===== src/rtl/jtag_pkg.sv =====
// Shared definitions for the virtual-JTAG scan blocks.
//  - IR status bit positions reported back to the hub through ir_out.
//  - chan_idx_t: instruction / channel-select code at the default IR width.
//  - is_bypass(): an IR code selects bypass when it names no data channel.
package jtag_pkg;

    localparam int JTAG_IR_WIDTH = 2;

    // Bit positions inside ir_out
    localparam int IR_STAT_ERR  = 0;
    localparam int IR_STAT_CHAN = 1;

    typedef logic [JTAG_IR_WIDTH-1:0] chan_idx_t;

    function automatic logic is_bypass(input int unsigned code, input int unsigned num_channels);
        return (code >= num_channels);
    endfunction

endpackage


===== src/rtl/jtag_shift_counter.sv =====
// Saturating shift-length counter for scan chains.
// Ports:
//  clk    in   clock (tck)
//  reset  in   synchronous active-high reset, clears the count
//  clear  in   zero the count (wins over inc)
//  inc    in   count one shift; holds once SAT_VALUE is reached
//  count  out  current count
module jtag_shift_counter
    import jtag_pkg::*;
#(
    parameter int unsigned      WIDTH     = 6,
    parameter logic [WIDTH-1:0] SAT_VALUE = '1
) (
    input  logic             clk,
    input  logic             reset,
    input  logic             clear,
    input  logic             inc,
    output logic [WIDTH-1:0] count
);

    logic [WIDTH-1:0] count_reg;
    logic [WIDTH-1:0] count_next;

    always_comb begin
        count_next = count_reg;
        if (clear) begin
            count_next = '0;
        end else if (inc && (count_reg != SAT_VALUE)) begin
            count_next = count_reg + 1'b1;
        end
    end

    always_ff @(posedge clk) begin
        if (reset) begin
            count_reg <= '0;
        end else begin
            count_reg <= count_next;
        end
    end

    assign count = count_reg;

endmodule


===== src/rtl/jtag_scan_bank.sv =====
// Multi-channel data-register bank for a virtual JTAG hub. The hub instance
// (sld_virtual_jtag) lives one level up and drives clk from its tck; this
// block holds only the data-register side.
// The IR selects one of NUM_CHANNELS DATA_WIDTH-bit scan registers, or a
// 1-bit bypass for any code >= NUM_CHANNELS. A DR scan is only committed on
// update when exactly DATA_WIDTH bits were shifted; anything else sets a
// sticky error reported in ir_out and cleared by the next IR update.
// Ports:
//  clk, reset            tck and synchronous active-high reset
//  ir_in / ir_out        instruction from hub / status {.., chan_selected, err}
//  tdi / tdo             serial data, LSB first
//  state_cdr/sdr/udr/uir virtual JTAG state qualifiers
//  cap_data              capture words, channel 0 in the LSBs
//  cap_strobe            one-cycle pulse per captured channel
//  update_data           last accepted update word (shared by all channels)
//  update_valid          one-cycle pulse naming the channel update_data is for
module jtag_scan_bank
    import jtag_pkg::*;
#(
    parameter int unsigned IR_WIDTH     = JTAG_IR_WIDTH,
    parameter int unsigned NUM_CHANNELS = 3,
    parameter int unsigned DATA_WIDTH   = 32
) (
    input  logic                               clk,
    input  logic                               reset,
    input  logic [IR_WIDTH-1:0]                ir_in,
    output logic [IR_WIDTH-1:0]                ir_out,
    input  logic                               tdi,
    output logic                               tdo,
    input  logic                               state_cdr,
    input  logic                               state_sdr,
    input  logic                               state_udr,
    input  logic                               state_uir,
    input  logic [NUM_CHANNELS*DATA_WIDTH-1:0] cap_data,
    output logic [NUM_CHANNELS-1:0]            cap_strobe,
    output logic [DATA_WIDTH-1:0]              update_data,
    output logic [NUM_CHANNELS-1:0]            update_valid
);

    // Counter saturates one past a full word so long scans stay distinguishable.
    localparam int unsigned      CNT_WIDTH = $clog2(DATA_WIDTH + 2);
    localparam logic [CNT_WIDTH-1:0] CNT_FULL = CNT_WIDTH'(DATA_WIDTH);
    localparam logic [CNT_WIDTH-1:0] CNT_SAT  = CNT_WIDTH'(DATA_WIDTH + 1);

    logic [IR_WIDTH-1:0]     sel_reg, sel_next;
    logic [DATA_WIDTH-1:0]   sr_reg, sr_next;
    logic                    byp_reg, byp_next;
    logic                    err_reg, err_next;
    logic [IR_WIDTH-1:0]     ir_out_reg, ir_out_next;
    logic [NUM_CHANNELS-1:0] cap_strobe_reg, cap_strobe_next;
    logic [DATA_WIDTH-1:0]   update_data_reg, update_data_next;
    logic [NUM_CHANNELS-1:0] update_valid_reg, update_valid_next;

    logic                    cnt_clear;
    logic                    cnt_inc;
    logic [CNT_WIDTH-1:0]    cnt;

    logic [NUM_CHANNELS-1:0] sel_onehot;
    logic [DATA_WIDTH-1:0]   cap_words [NUM_CHANNELS];
    logic [DATA_WIDTH-1:0]   cap_word;
    logic                    sel_is_chan;

    jtag_shift_counter #(
        .WIDTH     (CNT_WIDTH),
        .SAT_VALUE (CNT_SAT)
    ) u_shift_counter (
        .clk   (clk),
        .reset (reset),
        .clear (cnt_clear),
        .inc   (cnt_inc),
        .count (cnt)
    );

    generate
        for (genvar gi = 0; gi < NUM_CHANNELS; gi++) begin : g_chan
            assign sel_onehot[gi] = (sel_reg == IR_WIDTH'(gi));
            assign cap_words[gi]  = cap_data[gi*DATA_WIDTH +: DATA_WIDTH];
        end
    endgenerate

    assign sel_is_chan = !is_bypass(32'(sel_reg), NUM_CHANNELS);

    always_comb begin
        cap_word = '0;
        for (int i = 0; i < NUM_CHANNELS; i++) begin
            if (sel_onehot[i]) begin
                cap_word = cap_words[i];
            end
        end
    end

    always_comb begin
        sel_next          = sel_reg;
        sr_next           = sr_reg;
        byp_next          = byp_reg;
        err_next          = err_reg;
        update_data_next  = update_data_reg;
        cap_strobe_next   = '0;
        update_valid_next = '0;
        cnt_clear         = 1'b0;
        cnt_inc           = 1'b0;

        if (state_cdr) begin
            cnt_clear = 1'b1;
            if (sel_is_chan) begin
                sr_next = cap_word;
                // A capture state held over two cycles must not stretch the strobe.
                if (cap_strobe_reg == '0) begin
                    cap_strobe_next = sel_onehot;
                end
            end else begin
                byp_next = 1'b0;
            end
        end else if (state_sdr) begin
            cnt_inc = 1'b1;
            if (sel_is_chan) begin
                sr_next = {tdi, sr_reg[DATA_WIDTH-1:1]};
            end else begin
                byp_next = tdi;
            end
        end else if (state_udr) begin
            if (sel_is_chan) begin
                if (cnt == CNT_FULL) begin
                    if (update_valid_reg == '0) begin
                        update_data_next  = sr_reg;
                        update_valid_next = sel_onehot;
                    end
                end else begin
                    err_next = 1'b1;
                end
            end
        end else if (state_uir) begin
            sel_next = ir_in;
            err_next = 1'b0;
        end

        // Status follows the registers with no extra latency, but reads 0 in reset.
        ir_out_next               = '0;
        ir_out_next[IR_STAT_ERR]  = err_next;
        ir_out_next[IR_STAT_CHAN] = !is_bypass(32'(sel_next), NUM_CHANNELS);
    end

    always_ff @(posedge clk) begin
        if (reset) begin
            sel_reg          <= '0;
            sr_reg           <= '0;
            byp_reg          <= 1'b0;
            err_reg          <= 1'b0;
            ir_out_reg       <= '0;
            cap_strobe_reg   <= '0;
            update_data_reg  <= '0;
            update_valid_reg <= '0;
        end else begin
            sel_reg          <= sel_next;
            sr_reg           <= sr_next;
            byp_reg          <= byp_next;
            err_reg          <= err_next;
            ir_out_reg       <= ir_out_next;
            cap_strobe_reg   <= cap_strobe_next;
            update_data_reg  <= update_data_next;
            update_valid_reg <= update_valid_next;
        end
    end

    assign tdo          = sel_is_chan ? sr_reg[0] : byp_reg;
    assign ir_out       = ir_out_reg;
    assign cap_strobe   = cap_strobe_reg;
    assign update_data  = update_data_reg;
    assign update_valid = update_valid_reg;

endmodule


===== config.mk =====
export PLATFORM = sky130hd
export DESIGN_NAME = jtag_scan_bank
export DESIGN_NICKNAME = d
export VERILOG_FILES = /design/src/rtl/jtag_pkg.sv /design/src/rtl/jtag_shift_counter.sv /design/src/rtl/jtag_scan_bank.sv
export SDC_FILE = /design/constraint.sdc
export NUM_CORES = 1
export LEC_CHECK = 0
export BUFFER_PORTS_ARGS = -buffer_cell sky130_fd_sc_hd__clkbuf_2
export CAP_MARGIN = 20
export CORE_MARGIN = 2
export CORE_UTILIZATION = 55
export CTS_BUF_LIST = sky130_fd_sc_hd__clkbuf_8
export DETAILED_ROUTE_END_ITERATION = 10
export PLACE_DENSITY = 0.85
export SETUP_SLACK_MARGIN = 0.1
export SYNTH_ARGS = -nofsm -noshare
export SYNTH_HDL_FRONTEND = slang
export SYNTH_SLANG_ARGS = --single-unit

===== constraint.sdc =====
create_clock -name clk -period 2.4 [get_ports clk]
set_input_delay 0.24 -clock clk [delete_from_list [all_inputs] [get_ports clk]]
set_output_delay 0.24 -clock clk [all_outputs]
set_load 0.01 [all_outputs]

==> results.txt, run 1 <==
The run finished with clean final reports. The worst pin sits at a relative slew slack of 36.67%. The power spent charging and discharging nets came out at 669.2 uW. The overall routing resource usage is 26.17%. The number of resized instances in the post-cts repair step came out at 0.

The via count of the first global-routing pass is 3,727. The highest fanout seen on the critical path is 22. Net switching is 23.26% of the power.

Of all cell types, the one taking the most synthesized area is dfxtp_1. The H-tree depth is 3. The die height is 89.72 um. The antenna cell count came out at 0. Of the available clock period, the critical path in the final layout requires 78.70%. The data required time at the worst endpoint is 2680 ps. The total instance count after detailed placement is 660. The max-slew violation count is 0. The worst setup path is of the register to register kind. The element type at the critical path end is a register. The net count of the finished layout is 680. In this run the critical register-to-register path is launched from u_shift_counter.count[2]. The upper clock frequency limit came out at 529.4 MHz. The slowest stage of the critical path belongs to the cell and2_1. The core footprint came out at 7176 um^2.

The synthesized design contains 81 register bits. The remaining routing DRC violations came out at 0. The combinational fraction of design power came out at 11.6%.

The total number of placement rows is 31. The mean post-synth cell area is 8.961 um^2. The sequential element share of the synthesized area is 40.12%. At the end of routability-driven placement, the weighted congestion stood at 0.8223. The pre-antenna-repair detailed-routing pass consisted of 5 iterations. Entering global routing, the biggest net connects 36 pins.

Across the run, the number of max-cap violations was 0. The number of cells in the finished layout apart from fillers is 676. The via count came out at 3,939. The detailed-placement wirelength estimate is 7405 um.

In this run, synthesis inferred 0 flip-flops with an integrated enable. 146 I/O pins were placed. The later pin in the worst-skew pair is clocked with a latency of 340 ps. VDD sags by at most 295.3 uV.

For this configuration, the core starts out at a cell density of 56.32%. In this run, the number of DRC markers left after iteration 0 of detailed routing was 310. The clock period minus worst slack is 1889 ps. Adding up every negative setup slack in the final design gives 0 ps.

TritonCTS built the clock tree. In this run the horizontal extent of the chip is 89.72 um. The per-cell via count in the routed design is 5.827. The clock transition at the registers of the reported paths is 80 ps. The worst hold path belongs to the class input port to register. The total CTS buffers is 9. After synthesis, the cell types taking the most area are dfxtp_1 (40%), mux2i_1 (8.2%), a32o_1 (7.9%). The clock arrives with 7.269 ps of skew. The count of nets left with antenna violations once routing finished came out at 0.

The cell area after synthesis came out at 4041 um^2. Yosys printed 0 warnings. The number of buffers on the longest clock path is 2. The worst setup path is launched from a register. The number of unique standard cell types used by synthesis is 41. The top cell type by area accounts for 40.12% of the synthesized area. Data on the critical path arrives at its endpoint at 2160 ps. The total count of hold-check failures in the final report came out at 0. Setup violations remaining at the end of the flow were counted as 0. The highest cell delay on the worst timing path came out at 450 ps. The growth of design area from synthesis to finish is 22.45%. The first global-routing pass estimated 17,460 um of wire. Setup repair after global routing left no endpoint under its margin. The leakage component of the power is 1.939 nW. The areal power density over the cells came out at 581.5 nW/um^2. In this run the worst setup path terminates at update_data[13].

The proportion of power drawn by the clock network is 38.7%. The internal power is 2.208 mW. The async set-reset flop share out of synthesis came out at 0%. The internal reg-to-reg setup slack came out at 510 ps. The post-synthesis net count is 559. The clock root buffer is clkbuf_8. The initial antenna violation count is 0. The launching element of the worst setup path is u_shift_counter.count[2]. For this design, the CTS-stage hold fixing added 0 buffers.

The overall die area came out at 8050 um^2. The number of buffer cells added on primary ports is 145. The total overflow left after global routing is 0. The pin slew with the least headroom to its limit is 949.9 ps. The total number of clock tree sinks is 81. The final layout contains routed wiring with a total length of 10,630 um. In this run the post-CTS setup repair buffer count came out at 0. In this run the critical register-to-register path is captured at update_data[13].

The signal on the critical path passes through nor4b_4 > and2_1 > buf_4 > nand3_1 > a21oi_1. The main flop type after synthesis is dfxtp_1. The layout cell share with drive strength beyond 1 is 37.61%. The wire length per cell after detailed routing is 15.73 um.

The share of total power dissipated in sequential elements is 49.7%. The number of instances in the synthesized netlist came out at 451. The depth of the worst register-to-register path is 5.
## stage by stage
step	power, mW	hold slack [ps]	utilization, %	area (um^2)	setup WS (ps)
after floorplan	1.651	348.7	-	4041	1023
after global placement	1.777	458.5	65.77	4720	586.2
after detailed placement	1.788	466.6	65.77	4720	560.6
after CTS	2.889	90.17	68.96	4949	520.5
after global routing	2.995	90.31	68.96	4949	330.5
final	2.877	101.8	68.96	4949	511.2
## placed cells by master, fill, tap and decap left out, types with 2 or more instances in the layout
cell type,n
a211oi_1,2
a21oi_1,36
a32o_1,32
buf_12,2
buf_4,11
bufinv_16,2
clkbuf_2,145
clkbuf_8,11
clkinv_2,2
dfxtp_1,80
ha_1,3
inv_1,3
mux2i_1,33
nand2_1,41
nand3_1,32
nand4_1,4
nor2_1,12
nor2b_2,2
nor3b_1,2
nor4_1,2
o211ai_1,32
o21ai_0,29
o21ai_1,5
or2_2,33
xor2_1,3
## cells in the mapped netlist, drive strengths merged, types with 4 or more instances
master  instances
dfxtp          81
nand2          41
a21oi          36
o21ai          34
mux2i          33
or2            33
a32o           32
nand3          32
o211ai         32
buf            26
clkbuf         22
nor2           13
nand4           4
## critical path, delay by kind of cell, from the launching register on
kind / cells / cell delay [ps]
simple gates: 3 / 920
flops: 1 / 370
buf+inv: 1 / 350
compound gates: 1 / 160
## final cells by class
| cell class | count | area, um^2 |
|---|---|---|
| Clock buffer | 11 | 151.4 |
| Sequential cell | 81 | 1623 |
| Multi-Input combinational cell | 319 | 2113 |
| Timing Repair Buffer | 158 | 848.3 |
| Fill cell | 574 | 2227 |
| Clock inverter | 5 | 77.57 |
| Tap cell | 99 | 123.9 |
| Inverter | 3 | 11.26 |
## worst min path at each step
stage                          startpoint               to  slack (ps)  cells after the start
after floorplan                  ir_in[1]        ir_out[1]         350                      1
after global placement    update_data[16]  update_data[16]         460                      2
after detailed placement         ir_in[1]        ir_out[1]         470                      2
after CTS                        ir_in[1]        ir_out[1]          90                      2
after global routing             ir_in[1]        ir_out[1]          90                      2
final                            ir_in[1]        ir_out[1]         100                      2
## routing by layer
| metal | part of all wire [%] | routed length (um) | global-route usage [%] | vias up |
|---|---|---|---|---|
| li1 | - | - | - | 1895 |
| met1 | 40 | 4272 | 33.21 | 1847 |
| met2 | 51 | 5397 | 44.26 | 177 |
| met3 | 6.8 | 726 | 4.862 | 20 |
| met4 | 2.2 | 235 | 10.26 | 0 |
| met5 | 0 | 0 | 0 | - |
## power by group through the flow
stage	Combinational [mW]	Clock, mW	Sequential [mW]
after detailed placement	0.330	0	1.46
after CTS	0.333	1.13	1.43
after global placement	0.320	0	1.46
after floorplan	0.204	0	1.45
final	0.333	1.11	1.43
after global routing	0.365	1.20	1.44
## logic make-up (layout without fill, tap and decap cells)
| family | Yosys count | count (layout) | share of synthesized area, % |
|---|---|---|---|
| AOI/OAI and AO/OA | 139 | 139 | 23.53 |
| xor gates and xnor gates | 4 | 4 | 0.8670 |
| adders and majority gates | 3 | 3 | 0.9289 |
| buffers and inverters | 51 | 177 | 7.771 |
| DFF | 81 | 81 | 40.12 |
| muxes | 34 | 34 | 8.452 |
| and+or+nand+nor | 139 | 139 | 18.33 |
Power figures use the tool's default switching activity.
==> run 2, diff against run 1 <==
--- a/config.mk
+++ b/config.mk
@@ -8,10 +8,10 @@
 export BUFFER_PORTS_ARGS = -buffer_cell sky130_fd_sc_hd__clkbuf_2
 export CAP_MARGIN = 20
 export CORE_MARGIN = 2
-export CORE_UTILIZATION = 55
+export CORE_UTILIZATION = 46
 export CTS_BUF_LIST = sky130_fd_sc_hd__clkbuf_8
 export DETAILED_ROUTE_END_ITERATION = 10
-export PLACE_DENSITY = 0.85
+export PLACE_DENSITY = 0.76
 export SETUP_SLACK_MARGIN = 0.1
 export SYNTH_ARGS = -nofsm -noshare
 export SYNTH_HDL_FRONTEND = slang
==> constraint.sdc (replaced) <==
create_clock -name clk -period 1.5 [get_ports clk]
set_input_delay 0.15 -clock clk [delete_from_list [all_inputs] [get_ports clk]]
set_output_delay 0.15 -clock clk [all_outputs]
set_load 0.01 [all_outputs]
==> run 2 against run 1 <==
Net effect:
- the run now ends with setup timing left
- die area increased by 19%
- non-clock buffer count increased by 46
- clock power increased by 38%
- design area increased by 19%
- first-iteration DRC count decreased by 32%
- fmax increased by 14%
- critical path depth increased by 3
- combinational power increased by 96%
- largest cell class unchanged
==> results.txt, run 2 (synthesis results as in run 1) <==
The flow ran to the end, but the final reports show violations. The checks that failed: setup timing. The worst setup slack after layout is -157.8 ps (-669.1 ps). The commonest non-fill, non-tap cell in the layout is clkbuf_2.

The upper clock frequency limit came out at 603.2 MHz (+14%). The die height is 97.73 um (+8.9%). The max-slew headroom at the worst pin came out at 75.66% (+39 points). The pin count of the biggest net entering global routing came out at 36 (unchanged).

The power spent charging and discharging nets is 1.260 mW (+88%). The max-slew violation count is 0 (unchanged). The peak supply drop was 502.4 uV (+70%). The antenna cell count came out at 0 (unchanged). The clock period minus worst slack was 1658 ps (-230.9 ps).

The clock root buffer is clkbuf_8. The number of ports placed on the die boundary is 146 (unchanged). The overall routing resource usage came out at 23.71% (-2.5 points). The core footprint is 8636 um^2 (+20%).

The data required time at the worst endpoint is 1750 ps (-930 ps). The combinational fraction of design power came to 14.6% (+3.0 points). The final core area utilization came out at 68.07% (-0.90 points). The final net count came out at 726 (+6.8%). Setup repair after global routing could not meet its margin everywhere. The number of DRC violations after detailed-routing iteration 0 is 211 (-32%). The overall die area is 9551 um^2 (+19%). The clock transition at the registers of the reported paths is 90 ps (about the same). The detailed-placement wirelength estimate came to 8215 um (+11%). The internal power is 3.208 mW (+45%). The via count is 4,181 (+6.1%). The die outline width is 97.73 um (+8.9%). The total CTS buffers came out at 9 (unchanged).

The proportion of power drawn by the clock network came out at 34.2% (-4.5 points). The leakage component of the power was 2.402 nW (+24%). The final wirelength was 13,180 um (+24%).

The cell family contributing the most delay on the critical path is buffers and inverters. The wire length per cell after detailed routing came out at 18.03 um (+15%). The number of iterations in the first detailed-routing pass came out at 4 (-1). The number of cells in the finished layout apart from fillers came out at 731 (+8.1%). The initial antenna violation count is 0 (unchanged).

By startpoint and endpoint, the worst setup path is classified as register to register. The total instance count after detailed placement is 687 (+4.1%). The filler cell count came out at 675 (+18%).

The total count of hold-check failures in the final report came out at 0 (unchanged). The arrival time at the worst endpoint was 1910 ps (-250 ps). TritonCTS built the clock tree. The total number of placement rows came to 34 (+9.7%). The class of the tightest hold or removal check is input port to register. The pin slew with the least headroom to its limit came to 364.1 ps (-585.8 ps). The number of buffers on the longest clock path came out at 2 (unchanged). The kind of start point of the critical path is a register.

The H-tree depth came out at 3 (unchanged). Among all stages on the critical path, the largest delay is contributed by dfxtp_4. The growth of design area from synthesis to finish came out at 45.45%. The remaining routing DRC violations came to 0 (unchanged). The total number of clock tree sinks is 81 (unchanged). The post-route cell area was 5878 um^2 (+19%). The areal power density over the cells was 760.2 nW/um^2 (+31%).

The per-cell via count in the routed design came to 5.720 (-1.8%). The post-placement worst setup slack came to -9.404 ps (-570.0 ps). The initial core utilization came to 46.80% (-9.5 points). The max-capacitance violation count is 0 (unchanged).

The number of buffer and inverter stages on the critical path is 4 (+3). The highest fanout seen on the critical path is 10 (-55%). Walking the worst path, the cells encountered are buf_8 > a211oi_2 > buf_4 > nand4_1 > buf_4 > buf_12 > o21ai_4 > a21oi_2. The overflow left after global routing is 0 (unchanged). The layout cell share with drive strength beyond 1 was 53.13% (+16 points). The final clock skew came out at 14.30 ps (+7.028 ps). The number of endpoints failing setup at the final stage is 48 (+48). The via count of the first global-routing pass was 3,909 (+4.9%). The clock latency on the worst-skew pair is 370 ps (+30 ps). The cell that appears most often on the critical path is buf_4. The register share of total power came out at 51.2% (+1.5 points). The cell area after placement is 4903 um^2 (+3.9%).

The remaining number of nets flagged by the antenna check after routing is 0 (unchanged). The net switching share of the total power came out at 28.20% (+4.9 points). The global-route wire length before repair came out at 18,330 um (+5.0%). The final critical-path share of the clock period is 110.5% (+32 points). The final weighted congestion in routability-driven placement came out at 0.8382 (+1.9%). The highest cell delay on the worst timing path is 370 ps (-80 ps).

Leaving out fill and tap cells, the most frequent cells in the layout are clkbuf_2 (144), dfxtp_1 (77), or2_2 (33), a21oi_1 (33). The number of buffer cells added on primary ports came out at 145 (unchanged). The element type at the critical path end is a register.
## run 2: cell types whose count changed in the layout (fill, tap and decap cells not counted), moves of 4 or more
cell,before,now
mux2i_1,33,29
buf_12,2,11
nand2_1,41,16
clkbuf_16,0,4
nand2_4,0,12
o21ai_0,29,1
buf_8,0,8
mux2i_2,0,4
buf_4,11,27
o21ai_2,0,27
nand2_2,0,13
buf_6,0,7
## run 2: layer usage
metal  part of all wire [%]  vias up  wire length [um]  global-route usage, %
li1                       -     1996                 -                      -
met1                     39     1990              5162                  27.84
met2                     52      167              6906                  42.60
met3                    5.9       28               776                  4.438
met4                    2.5        0               333                  9.509
met5                      0        -                 0                      0
## run 2: cell type report
class / instances / area, um^2 / area share, %
inverter: 3 / 11.26 / 0.1916
clock inverter: 7 / 62.56 / 1.064
tap: 108 / 135.1 / 2.299
timing repair buffer: 204 / 1490 / 25.35
clock buffer: 9 / 123.9 / 2.107
multi-input combinational: 319 / 2424 / 41.23
sequential: 81 / 1632 / 27.76
## run 2: final timing paths
kind,startpoint,endpoint,slack [ps],depth (start not counted)
worst max register to register,sel_reg[1],update_data[25],-160,8
worst max-delay path,sel_reg[1],update_data[25],-160,8
worst min register to register,update_data[12],update_data[12],460,2
worst min-delay path,reset,ir_out[1],60,2
## run 2: power by group through the flow
stage / Combinational (mW) / Clock, mW / Sequential, mW
after floorplan: 0.326 / 0 / 2.31
after global placement: 0.540 / 0 / 2.33
after detailed placement: 0.558 / 0 / 2.34
after CTS: 0.585 / 1.55 / 2.28
after global routing: 0.700 / 1.63 / 2.29
final: 0.653 / 1.53 / 2.29
## run 2: stage by stage
| stage | power [mW] | hold slack (ps) | setup TNS [ps] |
|---|---|---|---|
| 2_1_floorplan | 2.641 | 258.7 | 0 |
| 3_3_place_gp | 2.874 | 365.4 | -9.810 |
| 3_5_place_dp | 2.894 | 382.7 | -10.10 |
| 4_1_cts | 4.416 | 63.03 | -1383 |
| 5_1_grt | 4.622 | 63.36 | -7263 |
| 6_report | 4.469 | 64.06 | -4663 |
## run 2: timing repair
action	4_1_cts	5_1_grt
hold buffers	2	0
gates resized for setup	63	91
pin swaps	6	53
gates cloned	3	5
endpoints found under the setup margin	67	70
setup buffers	8	11
hold endpoints to repair	1	0
## run 2: worst reg2reg max path: cells and delay by family (launching register included)
family | cells | cell delay, ps
AO/OA/AOI/OAI | 3 | 450
buffers and inverters | 4 | 590
flip-flops | 1 | 370
AND/OR/NAND/NOR | 1 | 120
